==> src/rtl/mem_port_arbiter.sv <==
// Arbitrates one fixed-latency single-ported memory between instruction fetch and load/store.
// Optional MEMARB_IBUF_EN adds a one-entry fetch buffer that serves repeated fetches without a memory access.
module mem_port_arbiter #(
   parameter int MEM_LATENCY = 2,
   parameter int ADDR_W      = 32,
   parameter int DATA_W      = 32
) (
   input  logic              clock_i,
   input  logic              reset_ni,
   input  logic              enable_i,
   input  logic              imem_req_i,
   input  logic [ADDR_W-1:0] imem_addr_i,
   output logic [DATA_W-1:0] imem_rdata_o,
   output logic              imem_wait_o,
   input  logic              dmem_read_i,
   input  logic              dmem_write_i,
   input  logic [ADDR_W-1:0] dmem_addr_i,
   input  logic [DATA_W-1:0] dmem_wdata_i,
   output logic [DATA_W-1:0] dmem_rdata_o,
   output logic              dmem_wait_o,
   output logic              mem_en_o,
   output logic              mem_we_o,
   output logic [ADDR_W-1:0] mem_addr_o,
   output logic [DATA_W-1:0] mem_wdata_o,
   input  logic [DATA_W-1:0] mem_rdata_i
);

   // state  | meaning
   // S_IDLE | no access in flight, arbitrate when enabled
   // S_DACC | load/store access counting down
   // S_IACC | fetch access counting down
   typedef enum logic [1:0] {S_IDLE, S_DACC, S_IACC} state_t;

   localparam int              CNT_W    = $clog2(MEM_LATENCY) + 1;
   localparam logic [CNT_W-1:0] CNT_INIT = CNT_W'(MEM_LATENCY - 1);

   state_t              state_q, state_d;
   logic [CNT_W-1:0]    cnt_q, cnt_d;
   logic                last_d_q, last_d_d;
   logic                mem_en_q, mem_en_d;
   logic                mem_we_q, mem_we_d;
   logic                we_lat_q, we_lat_d;
   logic [ADDR_W-1:0]   addr_q, addr_d;
   logic [DATA_W-1:0]   wdata_q, wdata_d;
   logic [DATA_W-1:0]   irdata_q, irdata_d;
   logic [DATA_W-1:0]   drdata_q, drdata_d;

   logic                i_done, d_done, d_pend, i_pend, ibuf_hit;
   logic [DATA_W-1:0]   ibuf_rdata;

   assign i_done = (state_q == S_IACC) && (cnt_q == '0);
   assign d_done = (state_q == S_DACC) && (cnt_q == '0);
   assign d_pend = dmem_read_i | dmem_write_i;
   assign i_pend = imem_req_i & ~ibuf_hit;

`ifdef MEMARB_IBUF_EN
   logic                ibuf_valid_q, ibuf_valid_d;
   logic [ADDR_W-1:0]   ibuf_addr_q, ibuf_addr_d;
   logic [DATA_W-1:0]   ibuf_data_q, ibuf_data_d;

   assign ibuf_hit   = (state_q == S_IDLE) && enable_i && imem_req_i && ibuf_valid_q
                       && (imem_addr_i == ibuf_addr_q);
   assign ibuf_rdata = ibuf_data_q;

   // The latched store address is the one actually written, even if the request dropped.
   always_comb begin
      ibuf_valid_d = ibuf_valid_q;
      ibuf_addr_d  = ibuf_addr_q;
      ibuf_data_d  = ibuf_data_q;
      if (i_done) begin
         ibuf_valid_d = 1'b1;
         ibuf_addr_d  = addr_q;
         ibuf_data_d  = mem_rdata_i;
      end else if (d_done && we_lat_q && (addr_q == ibuf_addr_q)) begin
         ibuf_valid_d = 1'b0;
      end
   end

   always_ff @(posedge clock_i or negedge reset_ni) begin
      if (!reset_ni) begin
         ibuf_valid_q <= 1'b0;
         ibuf_addr_q  <= '0;
         ibuf_data_q  <= '0;
      end else begin
         ibuf_valid_q <= ibuf_valid_d;
         ibuf_addr_q  <= ibuf_addr_d;
         ibuf_data_q  <= ibuf_data_d;
      end
   end
`else
   assign ibuf_hit   = 1'b0;
   assign ibuf_rdata = '0;
`endif

   always_comb begin
      state_d  = state_q;
      cnt_d    = cnt_q;
      last_d_d = last_d_q;
      mem_en_d = mem_en_q;
      mem_we_d = 1'b0;
      we_lat_d = we_lat_q;
      addr_d   = addr_q;
      wdata_d  = wdata_q;
      irdata_d = irdata_q;
      drdata_d = drdata_q;
      case (state_q)
         S_IDLE: begin
            if (ibuf_hit) irdata_d = ibuf_rdata;
            if (enable_i) begin
               if (d_pend && (!i_pend || !last_d_q)) begin
                  state_d  = S_DACC;
                  cnt_d    = CNT_INIT;
                  last_d_d = 1'b1;
                  mem_en_d = 1'b1;
                  we_lat_d = dmem_write_i;
                  mem_we_d = dmem_write_i && (MEM_LATENCY == 1);
                  addr_d   = dmem_addr_i;
                  wdata_d  = dmem_wdata_i;
               end else if (i_pend) begin
                  state_d  = S_IACC;
                  cnt_d    = CNT_INIT;
                  last_d_d = 1'b0;
                  mem_en_d = 1'b1;
                  we_lat_d = 1'b0;
                  addr_d   = imem_addr_i;
               end
            end
         end
         S_DACC, S_IACC: begin
            if (cnt_q == '0) begin
               state_d  = S_IDLE;
               mem_en_d = 1'b0;
               we_lat_d = 1'b0;
               if (state_q == S_DACC) drdata_d = mem_rdata_i;
               else                   irdata_d = mem_rdata_i;
            end else begin
               cnt_d    = cnt_q - CNT_W'(1);
               // Strobe lands on the final cycle only, so a store writes exactly once.
               mem_we_d = we_lat_q && (state_q == S_DACC) && (cnt_q == CNT_W'(1));
            end
         end
         default: begin
            state_d  = S_IDLE;
            mem_en_d = 1'b0;
         end
      endcase
   end

   always_ff @(posedge clock_i or negedge reset_ni) begin
      if (!reset_ni) begin
         state_q  <= S_IDLE;
         cnt_q    <= '0;
         last_d_q <= 1'b0;
         mem_en_q <= 1'b0;
         mem_we_q <= 1'b0;
         we_lat_q <= 1'b0;
         addr_q   <= '0;
         wdata_q  <= '0;
         irdata_q <= '0;
         drdata_q <= '0;
      end else begin
         state_q  <= state_d;
         cnt_q    <= cnt_d;
         last_d_q <= last_d_d;
         mem_en_q <= mem_en_d;
         mem_we_q <= mem_we_d;
         we_lat_q <= we_lat_d;
         addr_q   <= addr_d;
         wdata_q  <= wdata_d;
         irdata_q <= irdata_d;
         drdata_q <= drdata_d;
      end
   end

   assign mem_en_o     = mem_en_q;
   assign mem_we_o     = mem_we_q;
   assign mem_addr_o   = addr_q;
   assign mem_wdata_o  = wdata_q;
   assign imem_wait_o  = imem_req_i & ~(i_done | ibuf_hit);
   assign dmem_wait_o  = d_pend & ~d_done;
   assign imem_rdata_o = i_done ? mem_rdata_i : (ibuf_hit ? ibuf_rdata : irdata_q);
   assign dmem_rdata_o = d_done ? mem_rdata_i : drdata_q;

endmodule

==> config.mk <==
export PLATFORM = sky130hd
export DESIGN_NAME = mem_port_arbiter
export DESIGN_NICKNAME = d
export VERILOG_FILES = /design/src/rtl/mem_port_arbiter.sv
export SDC_FILE = /design/constraint.sdc
export NUM_CORES = 1
export LEC_CHECK = 0
export ABC_CLOCK_PERIOD_IN_PS = 3300
export BUFFER_PORTS_ARGS = -buffer_cell sky130_fd_sc_hd__buf_2
export CAP_MARGIN = 20
export CORE_MARGIN = 1.5
export CORE_UTILIZATION = 53
export DETAILED_ROUTE_END_ITERATION = 10
export PLACE_DENSITY = 0.95
export SKIP_LAST_GASP = 1
export SLEW_MARGIN = 20
export SYNTH_ARGS = -nofsm -noshare
export SYNTH_HDL_FRONTEND = slang
export SYNTH_SLANG_ARGS = --single-unit
==> constraint.sdc <==
create_clock -name clock_i -period 3.3 [get_ports clock_i]
set_input_delay 0.495 -clock clock_i [delete_from_list [all_inputs] [get_ports clock_i]]
set_output_delay 0.495 -clock clock_i [all_outputs]
set_load 0.03 [all_outputs]
==> results.txt, run 1 <==
- Mapped Cells: around 480
* Mapped Area: around 6600 um^2
* Detailed-routing iteration count for the pre-antenna-repair pass: 4
* Final antenna diode count: 0
* Share of the synthesized area in the top cell type: 0.5146
- The die covers approximately 13000 um^2.
* Portion of the post-synthesis area used by sequential elements: 0.5146
- In this run, the number of DRC markers left after iteration 0 of detailed routing was 299.
- Transition time of the tightest slew-check pin: 887.3 ps
* Largest fanout of any net on the critical path: 32
* Synthesized area per cell: between 10 and 15 um^2
* Initial core utilization: 0.5461
- In the finished design, the share of the clock period the worst path needs comes to 0.8676.
* TritonCTS clock tree: built
* Count of flip-flops with a built-in enable after synthesis: 0
- TritonCTS buffer count: 17
- Max H-tree Level: 4
- Counting flops with an async set or reset pin after synthesis yields a share of 1.000.
- Count of unresolved DRC violations after routing: 0
* Cell leakage power: roughly 4.4 nW
* Insertion delay to the later sink of the worst-skew pair: approximately 420 ps
* Number of hold violations in the final report: 0
- The number of global-route vias before repair was between 4000 and 5000.
- The completed layout was analyzed and its total power is between 10 and 15 mW.
- Most instantiated cells after synthesis: sky130_fd_sc_hd__dfrtp_1, sky130_fd_sc_hd__mux2_2, sky130_fd_sc_hd__mux2_4
- Antenna violation net count after detailed routing: 0
- Antenna violations before repair: 0
- Subtracting the final worst setup slack from the clock period gives roughly 2900 ps.
- In this run the power density over the cells is 1184 nW/um^2.
- Final #Nets: around 880
- Number of failing setup endpoints in the final timing report: 0
- Sort of element at the start of the critical path: flop
- Arrival time reported for the critical path endpoint: about 2400 ps
- In this run the horizontal extent of the chip is 114.7 um.
- Syn_nets: just over 600
- Summed over all instances, the cell type with the most area after synthesis is sky130_fd_sc_hd__dfrtp_1.
- The flow ran to the end, and the final reports show no timing, DRC or antenna violations.
* Area added between synthesis and finish: 30.99%
- STA puts the critical path data required time at between 2000 and 3000 ps.
- Largest net degree at the start of global routing: 70
- Fraction of final layout cells with drive strength greater than 1: 0.6013
- The count of buffers added on input and output ports is about 270.
* Row Count: 40
- Yosys warning count: 0
- Layout filler cell count: 866
- Classification of the worst-slack hold path: in -> async
- Total negative slack for setup checks: 0 ps
- Ranked by total cell area, the synthesized netlist is headed by sky130_fd_sc_hd__dfrtp_1, sky130_fd_sc_hd__mux2_2, sky130_fd_sc_hd__mux2_4.
* Area of the core: ~12000 um^2
* Maximum clock frequency: roughly 350 MHz
* Hold-fix buffers, CTS: 0
- Combined flip-flop and latch cell area: around 3400 um^2
- Critical path class: reg -> out
- #FFs+latches synth: approximately 140
* Final-layout worst hold slack: just under 70 ps
* Vias after detailed routing: 4690
* Clock transition at path regs: around 60 ps
- GRT Util Overall: 0.2504
- Most instantiated library cell after synthesis: sky130_fd_sc_hd__dfrtp_1
* Ys flop type: sky130_fd_sc_hd__dfrtp_1
* Worst Clk Skew: 9.703 ps
- Final RePlAce weighted congestion: between 0.7 and 0.8
- Slew headroom: 0.4078
- Clock root cell: sky130_fd_sc_hd__clkbuf_16
- Top Ports: approximately 270
* Max cap viols: 0
- GRT overflow: 0
- Unrepaired setup endpoints after global routing: false
* Vertical extent of the die: around 110 um
* Clock Path Buffers: 2
* Max-slew violation count: 0
* Cell area after placement: just over 8000 um^2
- Post-layout instance area: roughly 8700 um^2
- Final routed wire length divided by cell count: 17.18 um
* Number of instances resized during post-cts repair: 0
- Post-detailed-routing wire length: about 16000 um
* Hpwl dp: 11280 um
* Number of buffers inserted by post-CTS setup repair: 0
* Via density: 5.109
- After synthesis, the netlist uses 38 different library cells.
- Area taken by multi-input logic gates: just over 3000 um^2
* Largest vdd supply drop: between 0.0005 and 0.0006 V
- Number of sinks driven by the clock tree: approximately 140
- Setup crit end kind: output pin
* First-pass GRT wire length: between 20000 and 25000 um
worst max-delay path, stage by stage (launching register included):
cell	delay, ps
sky130_fd_sc_hd__dfrtp_1	440
sky130_fd_sc_hd__inv_1	70
sky130_fd_sc_hd__ha_1	310
sky130_fd_sc_hd__nand2_1	140
sky130_fd_sc_hd__buf_4	380
sky130_fd_sc_hd__mux2_2	400
sky130_fd_sc_hd__buf_2	180
cell usage in the layout (no fill, tap or decap), types with 4 or more instances in the layout:
master | synthesis | final
sky130_fd_sc_hd__clkinv_4 | 0 | 4
sky130_fd_sc_hd__inv_1 | 5 | 5
sky130_fd_sc_hd__buf_2 | 16 | 264
sky130_fd_sc_hd__buf_4 | 3 | 6
sky130_fd_sc_hd__mux2_2 | 82 | 82
sky130_fd_sc_hd__mux2_4 | 59 | 59
sky130_fd_sc_hd__dfrtp_1 | 136 | 136
sky130_fd_sc_hd__o21ai_1 | 33 | 33
sky130_fd_sc_hd__nand2_1 | 40 | 40
sky130_fd_sc_hd__clkbuf_16 | 0 | 17
sky130_fd_sc_hd__mux2_1 | 19 | 19
sky130_fd_sc_hd__nor2_1 | 5 | 5
sky130_fd_sc_hd__ha_1 | 5 | 5
sky130_fd_sc_hd__mux2i_1 | 32 | 32
path summary, 6_finish.rpt:
check	from	to	slack, ps	cells past startpoint
worst max-delay path	cnt_q[0]$_DFFE_PN0P_	imem_rdata_o[30]	440	6
worst min-delay path	reset_ni	irdata_q[5]$_DFFE_PN0P_	70	1
worst max register to register	state_q[0]$_DFFE_PN0P_	drdata_q[22]$_DFFE_PN0P_	820	4
worst min register to register	mem_addr_o[1]$_DFFE_PN0P_	mem_addr_o[1]$_DFFE_PN0P_	480	2
max in group asynchronous	reset_ni	mem_addr_o[9]$_DFFE_PN0P_	2460	2
min in group clock_i	dmem_wdata_i[11]	mem_wdata_o[11]$_DFFE_PN0P_	290	2
flip-flops by register name, indices dropped and copies added (netlist names):
signal	cells
state_q	2
mem_we_o	1
mem_wdata_o	32
mem_en_o	1
last_d_q	1
drdata_q	32
we_lat_q	1
irdata_q	32
mem_addr_o	32
cnt_q	2
final cells by class:
| class | instances | area share |
|---|---|---|
| clock buffer | 18 | 0.05069 |
| timing repair buffer | 272 | 0.1613 |
| clock inverter | 14 | 0.01993 |
| sequential | 136 | 0.3928 |
| tap | 168 | 0.02426 |
| inverter | 5 | 0.002166 |
| multi-input combinational | 305 | 0.3488 |
routing by layer:
metal	vias up	share of wire	GRT usage
met3	30	0.059	0.06670
met4	0	0.024	0.1144
met5	-	0	0
li1	2218	-	-
met2	181	0.53	0.4479
met1	2261	0.39	0.2801
through the flow:
stage / std cells / setup WS [ps] / utilization
3_5_place_dp: 886 / 870.7 / 0.6648
4_1_cts: 918 / 417.3 / 0.7153
3_3_place_gp: 886 / 957.3 / 0.6648
6_report: 918 / 436.9 / 0.7153
5_1_grt: 918 / 311.0 / 0.7153
2_1_floorplan: 476 / 1203 / -
cells by family (layout without fill, tap and decap cells):
group / Yosys count / in the layout / share of synthesized area
buffers and inverters: 35 / 309 / 0.03481
AOI/OAI and AO/OA: 48 / 48 / 0.04484
and+or+nand+nor: 60 / 60 / 0.04200
adders and majority gates: 5 / 5 / 0.009459
muxes: 192 / 192 / 0.3543
DFF: 136 / 136 / 0.5146
where the power goes:
part	switching (mW)	internal (mW)
Combinational	3.20	2.13
Clock	0.724	1.21
Sequential	0.478	2.51
Note: power is estimated with default switching activity, not from simulation.
==> run 2, diff against run 1 <==
Settings changed: CORE_ASPECT_RATIO set to 2.
==> run 2 against run 1 <==
Net effect:
- sequential power about the same
- largest power group unchanged
- critical endpoint is now dmem_rdata_o[22]
- setup slack better by 5.3 ps
- clock power decreased by 2%
- total power hardly changed
- first-iteration DRC count shrank 46%
- register-to-register slack improved by 130 ps
==> results.txt, run 2 (synthesized netlist as in run 1, its figures left out) <==
- The run finished with clean final reports.
* Share of the cycle needed by the critical path after routing: 0.8660 (-0.001603)
- Largest net degree at the start of global routing: 109 (+56%)
- Via density: 5.387 (+5.4%)
- Number of failing setup endpoints in the final timing report: 0 (unchanged)
* Category of cells accounting for the largest share of critical-path delay: buffers and inverters
- The slew at the pin closest to its max-slew limit was 946.8 ps (+59.49 ps).
- The post-route antenna net violation count came to 0 (unchanged).
- The largest stage delay on the critical path came to 440 ps (about the same).
- Maximum clock frequency: 349.9 MHz (+0.18%)
- Number of hold violations in the final report: 0 (unchanged)
- FF-to-FF Start: state_q[0]$_DFFE_PN0P_
- Setup repair after global routing left no endpoint under its margin.
* Post-detailed-routing wire length: 16440 um (+4.2%)
* Sort of element at the start of the critical path: flop
- The clock latency of the later-clocked register in the worst-skew pair came to 400 ps (-20 ps).
* Vertical extent of the die: 161.0 um (+40%)
* Detailed-routing iteration count for the pre-antenna-repair pass: 5 (+1)
- The initial antenna violation count was 0 (unchanged).
- Vias after detailed routing: 4832 (+3.0%)
- Clock transition at path regs: 60 ps (about the same)
- The setup total negative slack came to 0 ps (unchanged).
- The worst IR drop on VDD is 0.0007075 V (+18%).
* Max H-tree Level: 4 (unchanged)
- In this run the clock root is driven by a sky130_fd_sc_hd__clkbuf_16.
* Critical path class: reg -> out
- Leading cell types in the layout, fill and taps excluded: sky130_fd_sc_hd__buf_2, sky130_fd_sc_hd__dfrtp_1, sky130_fd_sc_hd__mux2_2
* Clock Path Buffers: 2 (unchanged)
- Chain of cells forming the critical path: inv_1 > ha_1 > nand2_1 > buf_4 > mux2_2 > buf_2
- The remaining global-route overflow was 0 (unchanged).
- Layout filler cell count: 821 (-5.2%)
* Final antenna diode count: 0 (unchanged)
- Via count of the first global-routing pass: 5191 (+6.4%)
- The final clock skew was 8.756 ps (-0.9467 ps).
- The hold buffer count at cts is 0 (unchanged).
- Count of unresolved DRC violations after routing: 0 (unchanged)
- The remaining max-slew budget at the tightest pin came to 0.3688 (-0.03898).
- Number of buffers inserted by post-CTS setup repair: 0 (unchanged)
- Max-slew violation count: 0 (unchanged)
- The minimum hold slack was 221.9 ps (+154.0 ps).
- The total CTS buffers is 17 (unchanged).
- Buffering stage count on the worst path with inverters included: 3 (unchanged)
* First-pass GRT wire length: 25340 um (+2.1%)
- The placeable core region is 12120 um^2 (+0.10%).
* Most common cell after layout, fill and taps aside: sky130_fd_sc_hd__buf_2
* Power density over cell area: 1188 nW/um^2 (+0.32%)
* Port Buffers: 265 (unchanged)
- The required arrival time at the worst endpoint came to 2800 ps (about the same).
- The post-route minimum period came to 2858 ps (-5.291 ps).
- Crit-path slowest cell: sky130_fd_sc_hd__dfrtp_1
* Initial core utilization: 0.5455 (-0.0005635)
- The net count of the finished layout came to 878 (+0.23%).
- The detailed router's first-iteration violation count came to 161 (-46%).
* Classification of the worst-slack hold path: in -> async
* Largest fanout of any net on the critical path: 32 (unchanged)
* Register-to-Register Setup Slack: 950 ps (+130 ps)
- Final routed wire length divided by cell count: 18.33 um (+6.7%)
- Top Ports: 266 (unchanged)
- Setup crit end kind: output pin
* Cell leakage power: 4.378 nW (about the same)
- Relative to the synthesized area, the layout overhead comes to 30.53%.
* Number of instances resized during post-cts repair: 0 (unchanged)
- Total Die Area: 13200 um^2 (+0.31%)
- Number of sinks driven by the clock tree: 136 (unchanged)
* Max cap viols: 0 (unchanged)
- The global router's overall resource usage was 0.2557 (+0.005297).
* TritonCTS clock tree: built
- The global placement routability congestion came to 0.8275 (+5.0%).
- Die width: 81.99 um (-29%)
- The share of layout cells above drive strength 1 is 0.6013 (unchanged).
- The critical path starts at cnt_q[0]$_DFFE_PN0P_.
- Arrival time reported for the critical path endpoint: 2360 ps (about the same)
- The row count came to 57 (+43%).
* Hpwl dp: 12310 um (+9.1%)
-- run 2: cell types whose count changed in the layout (fill, tap and decap cells not counted), sizes merged --
cell | before | now
buf | 272 | 274
clkinv | 7 | 6
clkinvlp | 2 | 3
inv | 7 | 5
-- run 2: layer usage --
layer	vias to the layer above	wire, um	global-route usage
li1	2216	-	-
met2	189	9148	0.4553
met5	-	0	0
met4	0	806	0.1556
met3	58	664	0.04633
met1	2369	5820	0.2656
-- run 2: power breakdown --
group / total [mW] / internal (mW) / switching, mW
combinational: 5.37 / 2.14 / 3.23
clock: 1.90 / 1.20 / 0.698
sequential: 2.99 / 2.51 / 0.475
total: 10.3 / 5.85 / 4.40
-- run 2: worst paths after layout --
check / to / cells after the start
min in group clock_i: mem_wdata_o[11]$_DFFE_PN0P_ / 2
min: drdata_q[3]$_DFFE_PN0P_ / 1
min reg2reg: mem_addr_o[20]$_DFFE_PN0P_ / 2
max reg2reg: mem_wdata_o[13]$_DFFE_PN0P_ / 5
max: dmem_rdata_o[22] / 6
max in group asynchronous: cnt_q[0]$_DFFE_PN0P_ / 2
-- run 2: worst register-to-register path: stages (launching register included) --
cell                      delay [ps]
sky130_fd_sc_hd__dfrtp_1         400
sky130_fd_sc_hd__inv_1            90
sky130_fd_sc_hd__ha_1            470
sky130_fd_sc_hd__nand2_1         240
sky130_fd_sc_hd__nor2_8          630
sky130_fd_sc_hd__mux2_1          390
-- run 2: final cells by class --
type	count	area, um^2	share of cell area
timing repair buffer	274	1413	0.1636
sequential	136	3403	0.3942
multi-input combinational	305	3022	0.3500
clock inverter	12	153.9	0.01783
tap	147	183.9	0.02130
clock buffer	18	439.2	0.05087
inverter	5	18.77	0.002174
-- run 2: metrics by stage --
stage / setup slack, ps / std cells / instance area, um^2 / power (mW) / util
finish: 442.2 / 897 / 8633 / 10.26 / 0.7121
detailed placement: 870.4 / 867 / 8040 / 8.379 / 0.6632
floorplan: 1203 / 476 / 6614 / 6.940 / -
global route: 294.0 / 897 / 8633 / 10.78 / 0.7121
global placement: 957.3 / 867 / 8040 / 8.164 / 0.6632
CTS: 421.8 / 897 / 8633 / 10.33 / 0.7121
==> run 3, diff against run 2 <==
Settings changed: ABC_AREA set to 1, CORE_UTILIZATION 53 to 52.
==> run 3 against run 2 <==
Net effect:
- design area decreased by 3.5%
- highest routed layer unchanged
- setup slack got worse by 70 ps
- sequential share of layout area increased by 1.4 points
- first-iteration DRC count increased by 120%
- clock power decreased by 3%
- cell count increased by 38%
- non-clock buffer count increased by 4
==> results.txt, run 3 <==
- The flow ran to the end, and the final reports show no timing, DRC or antenna violations.
* Vertical extent of the die: 159.4 um (-0.99%)
- TritonCTS buffer count: 17 (unchanged)
- The part of the Yosys area used for sequential elements came to 0.5352 (+0.02066).
- The first-pass iteration count of the detailed router was 5 (unchanged).
- In this run the clock root is driven by a sky130_fd_sc_hd__clkbuf_16.
- In the post-synthesis netlist, the cell with the most instances is sky130_fd_sc_hd__nand2_1.
- The global router's overall resource usage was 0.2727 (+0.01698).
- The total net switching power is 4.593 mW (+4.3%).
* Antenna violation net count after detailed routing: 0 (unchanged)
* Critical path class: reg -> out
- Power share of the combinational group: 0.499 (-0.025)
- Number of sinks driven by the clock tree: 136 (unchanged)
* Crit-path slowest cell: sky130_fd_sc_hd__nand2_2
- Mapped Cells: 830 (+74%)
- The share of layout cells above drive strength 1 is 0.2906 (-0.3108).
- Combinational family with the most area after synthesis: simple AND/OR/NAND/NOR gates
* Worst endpoint required time: 2800 ps (about the same)
* Top Ports: 266 (unchanged)
* Area fraction in compound gates after synthesis: 0.1049 (+0.06004)
* Most instantiated cells after synthesis: sky130_fd_sc_hd__nand2_1, sky130_fd_sc_hd__dfrtp_1, sky130_fd_sc_hd__o21ai_0
* Power density over cell area: 1143 nW/um^2 (-3.8%)
* Die width: 81.19 um (-0.98%)
- The final routed DRC violation total is 0 (unchanged).
* Arrival time reported for the critical path endpoint: 2430 ps (+70 ps)
* Total Die Area: 12940 um^2 (-2.0%)
- The final period utilization came to 0.8872 (+0.02118).
- The number of buffers inserted by post-CTS setup repair was 0 (unchanged).
- Clk network pwr share: 0.194 (+0.009)
- The hold buffer count at cts was 0 (unchanged).
* Unrepaired setup endpoints after global routing: false
* Portion of netlist area occupied by mux cells: 0 (-0.3543)
* Port Buffers: 265 (unchanged)
- Post-detailed-routing wire length: 17060 um (+3.8%)
- Number of instances resized during post-cts repair: 0 (unchanged)
* Internal Pwr Total: 4.929 mW (-16%)
- Max-slew violation count: 0 (unchanged)
- Cell count after placement: 1206 (+39%)
- The total setup violations reported at the end of the flow is 0 (unchanged).
* Buffering stage count on the worst path with inverters included: 2 (-1)
- Switch share: 0.4824 (+0.05290)
- The worst-case register-to-register setup slack came to 980 ps (+30 ps).
* Vias after detailed routing: 6356 (+32%)
- Area added between synthesis and finish: 31.03%
- Synth Area in XOR/XNOR: 0 (unchanged)
- Mapped Area: 6359 um^2 (-3.9%)
* Setup crit end kind: output pin
* Share of the synthesized area in the top cell type: 0.5352 (+0.02066)
- The library cells used most frequently in the layout, excluding fill and tap cells, are sky130_fd_sc_hd__nand2_1, sky130_fd_sc_hd__buf_2, sky130_fd_sc_hd__dfrtp_1.
- TritonCTS clock tree: built
- The estimated wirelength of the detail-placed design is 11930 um (-3.0%).
* Reg2reg end: drdata_q[7]$_DFFE_PN0P_
- Category of cells accounting for the largest share of critical-path delay: simple AND/OR/NAND/NOR gates
- The worst IR drop on VDD came to 0.0006012 V (-15%).
- The count of cell types in the netlist is 20 (-47%).
- In this run the critical register-to-register path is launched from cnt_q[0]$_DFFE_PN0P_.
- Non-filler instance count after layout: 1239 (+38%)
* Transition time of the tightest slew-check pin: 976.4 ps (+29.59 ps)
- Clock Path Buffers: 2 (unchanged)
- The most critical setup path has its startpoint at cnt_q[0]$_DFFE_PN0P_.
- Share of flip-flops with an asynchronous set or reset: 1.000 (unchanged)
- The clock latency of the later-clocked register in the worst-skew pair came to 410 ps (about the same).
- The detailed-route vias per instance came to 5.130 (-4.8%).
- Walking the worst path, the cells encountered are inv_1 > ha_1 > nand2_2 > o21ai_0 > buf_2.
* Adder and majority gate portion of the synthesized area: 0.009839 (+0.0003797)
* Final RePlAce weighted congestion: 0.8767 (+5.9%)
- Yosys warning count: 0 (unchanged)
* Largest net degree at the start of global routing: 67 (-39%)
- The count of maximum capacitance violations is 0 (unchanged).
- Cell leakage power: 4.919 nW (+12%)
- 1st-iter DRT viols: 357 (+120%)
* #FFs+latches synth: 136 (unchanged)
- Row Count: 57 (unchanged)
* Max H-tree Level: 4 (unchanged)
- Worst Clk Skew: 9.554 ps (+0.7979 ps)
- The post-route minimum period is 2928 ps (+69.88 ps).
* Via count of the first global-routing pass: 5955 (+15%)
- Of all cell types, the one taking the most synthesized area is sky130_fd_sc_hd__dfrtp_1.
- The remaining max-slew budget at the tightest pin is 0.3467 (-0.02203).
- The largest stage delay on the critical path is 580 ps (+140 ps).
- Count of flip-flops with a built-in enable after synthesis: 0 (unchanged)
- Synthesized area per cell: 7.661 um^2 (-45%)
- The fmax was 341.6 MHz (-2.4%).
- The placeable core region is 12050 um^2 (-0.59%).
* Sort of element at the start of the critical path: flop
- The first-pass GRT wire length was 27520 um (+8.6%).
- The cell count of the worst reg-to-reg path was 8 (+3).
* Classification of the worst-slack hold path: in -> async
- The clock transition time at the flip-flop clock pins of the worst setup and hold paths came to 60 ps (about the same).
* Antenna violations before repair: 2 (+2)
- Largest cells by area after synthesis: sky130_fd_sc_hd__dfrtp_1, sky130_fd_sc_hd__nand2_1, sky130_fd_sc_hd__o21ai_0
- The setup total negative slack came to 0 ps (unchanged).
- The routed wirelength normalized by instance count is 13.77 um (-25%).
- Leaving out fill and tap cells, the most frequent cell in the layout is sky130_fd_sc_hd__nand2_1.
- The number of nets in the synthesized netlist is 969 (+58%).
* Initial core utilization: 0.5276 (-0.01795)
- Part of the power in registers: 0.307 (+0.016)
- Simple-gate portion of the synthesized area: 0.2845 (+0.2425)
- Number of hold violations in the final report: 0 (unchanged)
- The remaining global-route overflow is 0 (unchanged).
* Layout filler cell count: 958 (+17%)
- Ys flop type: sky130_fd_sc_hd__dfrtp_1
- Final #Nets: 1217 (+39%)
* Largest fanout of any net on the critical path: 64 (+100%)
[run 3: cell count changes after synthesis, moves of 8 or more]
cell                       before  now
sky130_fd_sc_hd__mux2i_1       32    0
sky130_fd_sc_hd__inv_1          5   44
sky130_fd_sc_hd__buf_2         16   24
sky130_fd_sc_hd__nand3_1        4   42
sky130_fd_sc_hd__mux2_4        59    0
sky130_fd_sc_hd__mux2_1        19    0
sky130_fd_sc_hd__o21ai_0        2  100
sky130_fd_sc_hd__buf_6          9    1
sky130_fd_sc_hd__clkbuf_1       2   15
sky130_fd_sc_hd__mux2_2        82    0
sky130_fd_sc_hd__nand2_1       40  411
[run 3: layout make-up]
cell class                      instances  area [um^2]  area share
Tap cell                              147        183.9     0.02208
Antenna cell                            1        2.502   0.0003003
Sequential cell                       136         3403      0.4085
Multi-Input combinational cell        600         2555      0.3067
Clock buffer                           19        432.9     0.05196
Inverter                               45        168.9     0.02027
Timing Repair Buffer                  278         1443      0.1731
Clock inverter                         13        142.6     0.01712
[run 3: worst max path at each step]
stage | end | slack, ps | cells past startpoint
6_report | imem_rdata_o[22] | 370 | 5
5_1_grt | imem_rdata_o[27] | 110 | 5
4_1_cts | imem_rdata_o[22] | 380 | 5
3_5_place_dp | imem_rdata_o[22] | 820 | 5
3_3_place_gp | imem_rdata_o[27] | 920 | 6
2_1_floorplan | dmem_rdata_o[0] | 1030 | 6
[run 3: worst reg2reg max path: cells and delay by family, from the launching register on]
kind                     cells  cell delay, ps
AND/OR/NAND/NOR              3             990
buffers and inverters        3             520
flip-flops                   1             370
adder cells (fa/ha/maj)      1             260
AO/OA/AOI/OAI                1              90
[run 3: cells by family after synthesis]
logic type               count (synthesis)
adder cells (fa/ha/maj)                  5
flip-flops                             136
AO/OA/AOI/OAI                          131
buffers and inverters                   94
AND/OR/NAND/NOR                        464
[run 3: metrics by stage]
| step | hold slack, ps | utilization | area (um^2) | power [mW] | worst slack, ps |
|---|---|---|---|---|---|
| final | 74.10 | 0.6913 | 8332 | 9.522 | 372.3 |
| after global routing | 118.0 | 0.6913 | 8332 | 10.16 | 113.6 |
| after CTS | 93.09 | 0.6911 | 8329 | 9.560 | 379.1 |
| after detailed placement | 453.0 | 0.6433 | 7754 | 7.654 | 823.2 |
| after global placement | 449.1 | 0.6433 | 7754 | 7.494 | 919.1 |
| after floorplan | 199.4 | - | 6359 | 6.250 | 1029 |
[run 3: per-layer routing]
metal  routed length, um  share of wire  track usage  vias to the layer above
li1                    -              -            -                     3107
met1                6356           0.37       0.3046                     2929
met2                8954           0.52       0.4701                      261
met3                1101          0.065      0.06476                       59
met4                 651          0.038       0.1348                        0
met5                   0              0            0                        -
[run 3: power groups by stage]
stage	Sequential, mW	Combinational (mW)	Clock [mW]
finish	2.92	4.75	1.85
global route	3.00	5.21	1.95
CTS	2.91	4.78	1.87
detailed placement	2.91	4.75	0
global placement	2.88	4.61	0
floorplan	3.58	2.67	0
